## src/rtl/of_write_ctrl.sv

```systemverilog
`default_nettype none
// ============================================================================
//  Module   : of_write_ctrl
//  Brief    : Output-feature write controller. Walks a scratchpad linearly,
//             framing each element into a {start, end, data} word and pushing
//             it into an output buffer, row_len elements per row, num_rows
//             rows per request. Honours buffer-full backpressure.
//  Revision : 1.0  initial release
// ============================================================================
module of_write_ctrl #(
    parameter int DATA_W = 16,
    parameter int ADDR_W = 6,
    parameter int CNT_W  = 4
) (
    input  logic                clk,
    input  logic                rst,
    input  logic                en,
    input  logic [CNT_W-1:0]    row_len,
    input  logic [CNT_W-1:0]    num_rows,
    input  logic                full,
    input  logic [DATA_W-1:0]   sp_rdata,
    output logic                sp_ren,
    output logic [ADDR_W-1:0]   sp_raddr,
    output logic                buf_wen,
    output logic [DATA_W+1:0]   buf_wdata,
    output logic                busy,
    output logic                done
);

    // Explicit 3-bit encoding keeps the state register width fixed.
    typedef enum logic [2:0] {
        S_IDLE  = 3'd0,
        S_FETCH = 3'd1,
        S_LATCH = 3'd2,
        S_PUSH  = 3'd3,
        S_DONE  = 3'd4
    } state_t;

    localparam logic [CNT_W-1:0]  CNT_ONE  = CNT_W'(1);
    localparam logic [ADDR_W-1:0] ADDR_ONE = ADDR_W'(1);

    state_t                 state_q;

    // Transfer geometry captured when a request is accepted.
    logic [CNT_W-1:0]       len_q;
    logic [CNT_W-1:0]       rows_q;

    // Walk position: scratchpad address, element within row, row index.
    logic [ADDR_W-1:0]      addr_q;
    logic [CNT_W-1:0]       elem_q;
    logic [CNT_W-1:0]       row_q;

    // Framed word waiting to be pushed: {start_bit, end_bit, element}.
    logic [DATA_W+1:0]      hold_q;

    // Registered output flags, set alongside the transition into their state.
    logic                   sp_ren_q;
    logic                   push_q;
    logic                   busy_q;
    logic                   done_q;

    // Position decode shared by the framing bits and the PUSH bookkeeping.
    logic                   elem_first;
    logic                   elem_last;
    logic                   row_last;
    logic                   start_ok;

    assign elem_first = (elem_q == '0);
    assign elem_last  = (elem_q == (len_q - CNT_ONE));
    assign row_last   = (row_q == (rows_q - CNT_ONE));
    assign start_ok   = (row_len != '0) && (num_rows != '0);

    // Controller FSM: state, counters, hold register and registered outputs.
    always_ff @(posedge clk or posedge rst) begin
        if (rst) begin
            state_q  <= S_IDLE;
            len_q    <= '0;
            rows_q   <= '0;
            addr_q   <= '0;
            elem_q   <= '0;
            row_q    <= '0;
            hold_q   <= '0;
            sp_ren_q <= 1'b0;
            push_q   <= 1'b0;
            busy_q   <= 1'b0;
            done_q   <= 1'b0;
        end else begin
            case (state_q)
                S_IDLE: begin
                    if (en) begin
                        // Geometry is frozen here; input changes are ignored
                        // until the controller returns to IDLE.
                        len_q  <= row_len;
                        rows_q <= num_rows;
                        addr_q <= '0;
                        elem_q <= '0;
                        row_q  <= '0;
                        busy_q <= 1'b1;
                        if (start_ok) begin
                            state_q  <= S_FETCH;
                            sp_ren_q <= 1'b1;
                        end else begin
                            // Empty transfer: report completion straight away.
                            state_q <= S_DONE;
                            done_q  <= 1'b1;
                        end
                    end
                end

                S_FETCH: begin
                    // Read issued this cycle; data returns during LATCH.
                    state_q  <= S_LATCH;
                    sp_ren_q <= 1'b0;
                end

                S_LATCH: begin
                    hold_q  <= {elem_first, elem_last, sp_rdata};
                    state_q <= S_PUSH;
                    push_q  <= 1'b1;
                end

                S_PUSH: begin
                    // While the buffer is full the word simply waits in hold_q.
                    if (!full) begin
                        addr_q <= addr_q + ADDR_ONE;
                        push_q <= 1'b0;
                        if (elem_last) begin
                            elem_q <= '0;
                            row_q  <= row_q + CNT_ONE;
                            if (row_last) begin
                                state_q <= S_DONE;
                                done_q  <= 1'b1;
                            end else begin
                                state_q  <= S_FETCH;
                                sp_ren_q <= 1'b1;
                            end
                        end else begin
                            elem_q   <= elem_q + CNT_ONE;
                            state_q  <= S_FETCH;
                            sp_ren_q <= 1'b1;
                        end
                    end
                end

                S_DONE: begin
                    state_q <= S_IDLE;
                    done_q  <= 1'b0;
                    busy_q  <= 1'b0;
                end

                default: begin
                    state_q  <= S_IDLE;
                    sp_ren_q <= 1'b0;
                    push_q   <= 1'b0;
                    busy_q   <= 1'b0;
                    done_q   <= 1'b0;
                end
            endcase
        end
    end

    // The write strobe must drop in the same cycle full rises, so it is the
    // only output combining a registered flag with a live input.
    assign buf_wen   = push_q & ~full;
    assign buf_wdata = hold_q;
    assign sp_ren    = sp_ren_q;
    assign sp_raddr  = addr_q;
    assign busy      = busy_q;
    assign done      = done_q;

endmodule
`default_nettype wire

```

## config.mk

```make
export PLATFORM = sky130hd
export DESIGN_NAME = of_write_ctrl
export DESIGN_NICKNAME = d
export VERILOG_FILES = /design/src/rtl/of_write_ctrl.sv
export SDC_FILE = /design/constraint.sdc
export NUM_CORES = 1
export LEC_CHECK = 0
export ABC_CLOCK_PERIOD_IN_PS = 2700
export BUFFER_PORTS_ARGS = -buffer_cell sky130_fd_sc_hd__buf_2
export CAP_MARGIN = 20
export CORE_ASPECT_RATIO = 0.75
export CORE_MARGIN = 4
export CORE_UTILIZATION = 50
export DETAILED_ROUTE_END_ITERATION = 8
export PLACE_DENSITY = 0.8
export REMOVE_ABC_BUFFERS = 1
export SYNTH_ARGS = -nofsm -noshare
export SYNTH_HDL_FRONTEND = slang
export SYNTH_SLANG_ARGS = --single-unit
```

## constraint.sdc

```tcl
create_clock -name clk -period 2.7 [get_ports clk]
set_input_delay 0.27 -clock clk [delete_from_list [all_inputs] [get_ports clk]]
set_output_delay 0.27 -clock clk [all_outputs]
set_load 0.01 [all_outputs]
```

* Word level (Yosys, flattened, before mapping)
Index checks and enable logic that the tools add are counted.
** Word-level totals
- Bits of input ports :: 28
- Output and inout bits :: 28
- Register bits :: 47
- Word-level logic and storage cells :: 85
** Operators by class
- Eq/ne operators :: 13
- Multiplexer cells :: 32
- Reductions and logical operators :: 18
- $add $sub $neg :: 5
- Bitwise gates (word level) :: 6
** Operators with widths (count)
- 4-bit 2-to-1 mux :: 5
- 4-bit case mux with 2 select lines :: 2
- 3-bit 2-to-1 mux :: 5
- 1-bit 2-to-1 mux :: 12
- 6-bit 2-to-1 mux :: 2
- 2-bit != test (second input constant) :: 6
- 3-bit case mux with 4 select lines :: 1
- 6-bit case mux with 2 select lines :: 1
- 1-bit case mux with 3 select lines :: 3
- 4-bit by 1-bit adder with 4-bit output (second input constant) :: 2
- 4-bit equality test :: 2
- 2-bit AND reduction :: 4
- 4-bit nonzero test :: 2
- 4-bit by 1-bit subtractor with 4-bit output (second input constant) :: 2
- 6-bit by 1-bit adder with 6-bit output (second input constant) :: 1
- 3-bit by 2-bit equality test with 1-bit output (second input constant) :: 2
- 6-bit AND reduction :: 1
- 3-bit OR reduction :: 2
- 1-bit inverter :: 5
- 5-bit AND reduction :: 1
- 4-bit logical NOT :: 1
- 4-bit AND reduction :: 1
- 2-bit OR reduction :: 2
- 3-bit by 1-bit equality test with 1-bit output (second input constant) :: 1
- 8 further kinds :: 8

* Depth between registers and ports, before layout
Gate-level depths: netlist of run 1.
- Depth in word-level cells :: 6
- Mapped depth :: 7
- Mapped depth without buffers :: 7

* Worst setup path after synthesis of run 1
OpenSTA, ideal clock, no wires.
- Path type :: register to register
- Start point :: register len_q[0]
- End point :: register row_q[1]
- Path slack :: 955 ps
- Data required time :: 2579 ps
- Library setup time :: 121 ps
- Arrival time :: 1624 ps
- Cell stages (with the launch flop) :: 8
- Period minus slack after synthesis :: 1745 ps
- Path through :: dfrtp_1 inv_1 ha_1 xor2_1 nand2_1 o31ai_4 a21boi_1 a41o_1
** On the way
- Cells in the longest elaborated chain, start to end :: 4
** RTL lines
- from (decl) :: line 45 : logic [CNT_W-1:0] len_q;
- from (signal assigned) :: line 93 : len_q <= row_len;
- 4-bit by 1-bit subtractor with 4-bit output :: line 69 : assign elem_last = (elem_q == (len_q - CNT_ONE));
- 4-bit equality test :: line 69
- 2-bit != test (no source line)
- 4-bit AND reduction (no source line)
- to (signal assigned) :: line 129 : row_q <= row_q + CNT_ONE;
- to (decl) :: line 51 : logic [CNT_W-1:0] row_q;
Every way passes these cells.
A chain may end at the register's enable or synchronous reset.

* Final worst setup path of run 1
- Start point :: register len_q[0]
- End point :: register elem_q[3]
** On the way
- Cells in the longest elaborated chain, start to end :: 5
** RTL lines
- 4-bit by 1-bit subtractor with 4-bit output :: line 69
- 4-bit equality test :: line 69
- 4-bit 2-to-1 mux :: line 127 : if (elem_last) begin
- 4-bit 2-to-1 mux :: line 124 : if (!full) begin
- 4-bit case mux with 2 select lines :: line 88 : case (state_q)
- to (signal assigned) :: line 138 : elem_q <= elem_q + CNT_ONE;
- to (decl) :: line 50 : logic [CNT_W-1:0] elem_q;
Every way passes these cells. The select of a mux whose other input is x is not followed.

==> results of run 1 <==
[state kept, by name, indices dropped and copies added (netlist names)]
name / count
buf_wdata: 18
sp_raddr: 6
elem_q: 4
len_q: 4
row_q: 4
rows_q: 4
state_q: 3
busy: 1
done: 1
push_q: 1
sp_ren: 1
[report_power, final]
group          switching [mW]  internal (mW)
clock network           0.240          0.180
logic                   0.787          0.684
registers               0.253          0.999
[cell families after synthesis]
group                    count (synthesis)  share of synthesized area
buffers and inverters                   19                     0.0398
AO/OA/AOI/OAI                           35                      0.106
XOR/XNOR                                16                     0.0610
adder cells (fa/ha/maj)                  6                     0.0327
multiplexers                            18                     0.0877
AND/OR/NAND/NOR                         69                      0.160
flip-flops                              47                      0.512
[per-stage QoR]
step                setup WS [ns]  hold slack [ns]  utilization  power [mW]
floorplan                   0.950            0.375            -        2.27
global route                0.536            0.180        0.617        3.40
detailed placement          0.718            0.467        0.590        2.74
finish                      0.714            0.176        0.617        3.14
CTS                         0.702            0.171        0.610        3.17
global placement            0.802            0.470        0.590        2.67
[Yosys cell counts, drive strengths merged (2+ instances only)]
cell / number / area, sq um
xor2: 6 / 52.6
nand2: 31 / 116
xnor2: 10 / 87.6
o21ai: 11 / 55.1
nand4: 2 / 12.5
a21o: 2 / 15.0
nand3: 5 / 30.0
nor2: 9 / 33.8
o22ai: 2 / 12.5
o31ai: 2 / 28.8
ha: 6 / 75.1
inv: 12 / 45.0
a21oi: 3 / 15.0
nor3: 8 / 77.6
and3: 2 / 12.5
a31oi: 5 / 31.3
buf: 6 / 41.3
nor3b: 2 / 15.0
nor4: 4 / 25.0
mux2: 17 / 191
dfrtp: 47 / 1180
[final cells by class]
class	instances	area, sq um
multi-input cells	144	1030
well taps	57	71.3
repair buffers	60	328
inverters	12	45.0
clock inverters	3	20.0
fillers	370	1700
flip-flops and latches	47	1180
clock buffers	5	68.8
[per-layer routing]
metal,up-vias,GRT usage,share of wire
li1,848,-,-
met1,878,0.244,0.46
met2,25,0.288,0.51
met3,0,0.0445,0.029
met4,0,0.0350,0
met5,-,0,0
[layout by cell type, fill, tap and decap left out, types with 2 or more instances in the layout]
cell type and n:
nor3b_1 2, nand2_1 31, dfrtp_1 47, ha_1 6, a31oi_1 5, nor3_4 2
o21ai_0 10, clkbuf_8 5, a21oi_1 3, xnor2_1 10, buf_4 3, nor3_1 3
and3_1 2, mux2_2 17, nor2_1 9, nor3_2 3, nand4_1 2, o22ai_1 2
buf_2 55, a21o_1 2, inv_1 11, clkinvlp_4 2, nor4_1 4, xor2_1 6
nand3_1 4
[path summary, 6_finish.rpt]
check	slack [ns]	from	endpoint
worst max-delay path	0.71	len_q[0]	elem_q[3]
worst min-delay path	0.18	num_rows[2]	rows_q[2]
worst max register to register	0.71	len_q[0]	elem_q[3]
worst min register to register	0.49	busy	busy
max in group asynchronous	1.89	rst	sp_raddr[2]
min in group asynchronous	0.38	rst	buf_wdata[0]
[tightest hold or removal path, delay by kind of cell]
| kind | cells | cell delay [ns] |
|---|---|---|
| AND/OR/NAND/NOR | 2 | 0.08 |
| buffers and inverters | 1 | 0.09 |
==> impl_metrics.tcl, run 1 <==
set metrics [dict create \
    grt_pass1_vias 1738 \
    cts_hold_buf 0 \
    synth_cell_types 46 \
    cpPeakStageDelay_ns 0.44 \
    cts_buffer_depth 2 \
    finalSetupViolCount 0 \
    syn_to_final_growth_pct 19.2 \
    placed_area_sq_mm 0.00262 \
    p_leak_nw 1.34 \
    cp_slowest_cell "nor3_2" \
    timing.fmax_ghz 0.504 \
    post_cts_resized 0 \
    final_cells 328 \
    htree_levels 2 \
    dp_cells 318 \
    chipHeight_um 66.7 \
    track_usage 0.177 \
    die_area_sq_mm 0.00575 \
    final_nets 304 \
    io_pins 56 \
    status "finished clean" \
    crit_cells 7 \
    antenna_found_initial 0 \
    netlist_area_sq_mm 0.00230 \
    route.antenna.remaining_nets 0 \
    hold_violations 0 \
    tns_ns 0 \
    relSlewSlack 0.584 \
    power_density_mw_per_mm2 1150 \
    path_clk_slew_ns 0.09 \
    postSynthCellCount 210 \
    tightest_slew_ns 0.618 \
    design_area_sq_mm 0.00274 \
    async_flop_share 1.00 \
    cts_tree "yes" \
    post_cts_buffers 0 \
    detail_route.iter0.violations 87 \
    die_w_um 86.2 \
    clock_skew_ns 0.00577 \
    routed_via_density 5.34 \
    antenna_cells 0 \
    grt_pass1_wl_um 7980 \
    clock_latency_ns 0.30 \
    fin_crit_ns 1.99 \
    critPathKind "reg -> reg" \
    crit_chain "inv_1 -> ha_1 -> xor2_1 -> nand2_1 -> nor3_2 -> nor4_1 -> a211o_1" \
    peakVddDrop_mv 0.617 \
    avgSynthCellArea_sq_um 10.9 \
    core-area_sq_mm 0.00444 \
    critical_path.startpoint_type "register" \
    overflow 0 \
    crit_path_max_fanout 7 \
    rsz0062_at_grt "no" \
    clockRootBuffer "clkbuf_8" \
    slew_viol_final 0 \
    first_pass_iters 4 \
    cp.required_ns 2.89 \
    arrival_ns 2.17 \
    drt_wl_total_um 4650 \
    yosysSeqAreaShare 0.512 \
    worst_r2r_path_depth 7 \
    end_kind "register" \
    num_rows 21 \
    initial_core_util 0.517 \
    finalCritPeriodShare 0.736 \
    crit_buf_inv 1 \
    cts_sinks 47 \
    drive_gt1_frac 0.339 \
    grt_max_degree 48 \
    drc_errors 0 \
    synth_edf_count 0 \
    cp_top_family "simple AND/OR/NAND/NOR gates" \
    vias 1751 \
    io_buffers 55 \
    hp-class "in -> reg" \
    hpwl_um 3490 \
    cts_buffers 5 \
    maxCapViolations 0 \
    ys_warn_count 0 \
    whs_path_depth 3 \
    synth-seq-cells 47 \
    gp_congestion 0.849 \
    ys.flop_type "dfrtp_1" \
    wl_per_cell_um 14.2 \
]
(Power assumes the default switching activity.)
==> inputs of run 2 (changes only) <==
--- a/config.mk
+++ b/config.mk
@@ -5,7 +5,7 @@
 export SDC_FILE = /design/constraint.sdc
 export NUM_CORES = 1
 export LEC_CHECK = 0
-export ABC_CLOCK_PERIOD_IN_PS = 2700
+export ABC_CLOCK_PERIOD_IN_PS = 1900
 export BUFFER_PORTS_ARGS = -buffer_cell sky130_fd_sc_hd__buf_2
 export CAP_MARGIN = 20
 export CORE_ASPECT_RATIO = 0.75
==> constraint.sdc (replaced) <==
create_clock -name clk -period 1.9 [get_ports clk]
set_input_delay 0.19 -clock clk [delete_from_list [all_inputs] [get_ports clk]]
set_output_delay 0.19 -clock clk [all_outputs]
set_load 0.01 [all_outputs]
==> impl_metrics.tcl, run 2 (same netlist as run 1, synthesis figures left out) <==
set metrics [dict create \
    status "finished clean" \
    cts_buffers 5 \
    drt_wl_total_um 4800 \
    timing.hold.ws_ns 0.0277 \
    layout_commonest_cell "buf_2" \
    pre_cts_ws_ns 0.0777 \
    htree_levels 2 \
    routed_via_density 5.31 \
    cts_tree "yes" \
    num_rows 21 \
    die_area_sq_mm 0.00575 \
    tightest_slew_ns 0.580 \
    crit_chain "inv_1 -> ha_1 -> xor2_1 -> nand2_2 -> o31ai_4 -> buf_4 -> a21boi_1 -> a41o_1" \
    timing.fmax_ghz 0.568 \
    dp_cells 325 \
    end_kind "register" \
    p_total_mw 4.92 \
    cpPeakStageDelay_ns 0.37 \
    finalCritPeriodShare 0.926 \
    drc_errors 0 \
    cp.required_ns 2.09 \
    maxCapViolations 0 \
    overflow 0 \
    final_nets 310 \
    first_pass_iters 4 \
    grt_pass1_wl_um 7950 \
    crit_path_max_fanout 9 \
    io_buffers 55 \
    gp_congestion 0.852 \
    critical_path.startpoint_type "register" \
    fin_crit_ns 1.76 \
    placed_area_sq_mm 0.00267 \
    core-area_sq_mm 0.00444 \
    vias 1774 \
    wl_per_cell_um 14.4 \
    track_usage 0.180 \
    design_area_sq_mm 0.00284 \
    critPathKind "reg -> reg" \
    hold_violations 0 \
    relSlewSlack 0.614 \
    arrival_ns 1.95 \
    slew_viol_final 0 \
    grt_max_degree 48 \
    chipHeight_um 66.7 \
    cts_buffer_depth 2 \
    power_density_mw_per_mm2 1730 \
    clockRootBuffer "clkbuf_8" \
    path_clk_slew_ns 0.08 \
    clock_skew_ns 0.00438 \
    grt_pass1_vias 1716 \
    cp_slowest_cell "dfrtp_1" \
    fin_ws_ns 0.141 \
    io_pins 56 \
    largest_reg_flops 18 \
    cts_sinks 47 \
    final_cells 334 \
    finalSetupViolCount 0 \
    p_leak_nw 1.41 \
    syn_to_final_growth_pct 23.7 \
    antenna_cells 0 \
    hp-class "in -> async" \
    fin_util 0.639 \
    layout_common_cells "buf_2 (55), dfrtp_1 (47), nand2_1 (30)" \
    peakVddDrop_mv 0.793 \
    antenna_found_initial 0 \
    detail_route.iter0.violations 141 \
    initial_core_util 0.517 \
    clock_latency_ns 0.30 \
    tns_ns 0 \
    route.antenna.remaining_nets 0 \
    hpwl_um 3540 \
    rsz0062_at_grt "no" \
    die_w_um 86.2 \
    drive_gt1_frac 0.368 \
]
==> run 2: changes by cell type in the layout (fill, tap and decap cells not counted), sizes merged <==
cell         change
buf              +7
bufinv           +2
clkinv           -1
clkinvlp         -1
dlygate4sd3      -1
==> run 2: where the power goes <==
group	switching, mW	leakage (nW)	internal (mW)
sequential	0.350	0.583	1.42
combinational	1.20	0.761	1.09
clock	0.335	0.0644	0.524
total	1.89	1.41	3.03
==> run 2: what timing repair did <==
item | CTS | global route
hold buffers | 0 | 0
endpoints found under the setup margin | 0 | 10
resized for setup | 0 | 4
setup buffers | 0 | 1
endpoints found under the hold margin | 0 | 0
==> run 2: critical path, delay by kind of cell, from the launching register on <==
| kind | cells | cell delay [ns] |
|---|---|---|
| AO/OA/AOI/OAI | 3 | 0.45 |
| flip-flops | 1 | 0.37 |
| adder cells (fa/ha/maj) | 1 | 0.28 |
| buffers and inverters | 2 | 0.25 |
| XOR/XNOR | 1 | 0.19 |
| AND/OR/NAND/NOR | 1 | 0.12 |
==> run 2: final cells by class <==
cell class,instances,area [sq um]
tap,57,71.3
clock inverter,3,67.6
inverter,12,45.0
multi-input combinational,144,1050
sequential,47,1180
fill,360,1600
timing repair buffer,66,358
clock buffer,5,68.8
==> run 2: layer usage <==
metal | vias up | routed length (um) | GRT usage
met1 | 870 | 2160 | 0.244
met3 | 7 | 203 | 0.0408
met2 | 31 | 2370 | 0.284
met4 | 0 | 68 | 0.0661
li1 | 866 | - | -
met5 | - | 0 | 0
==> run 2: final timing paths <==
kind	from	endpoint	slack (ns)	depth (start not counted)
min	rst	buf_wdata[4]	0.03	3
max	len_q[1]	row_q[1]	0.14	8
min in group clk	num_rows[3]	rows_q[3]	0.09	3
min reg2reg	busy	busy	0.48	1
max reg2reg	len_q[1]	row_q[1]	0.14	8
max in group asynchronous	rst	buf_wdata[11]	1.48	3
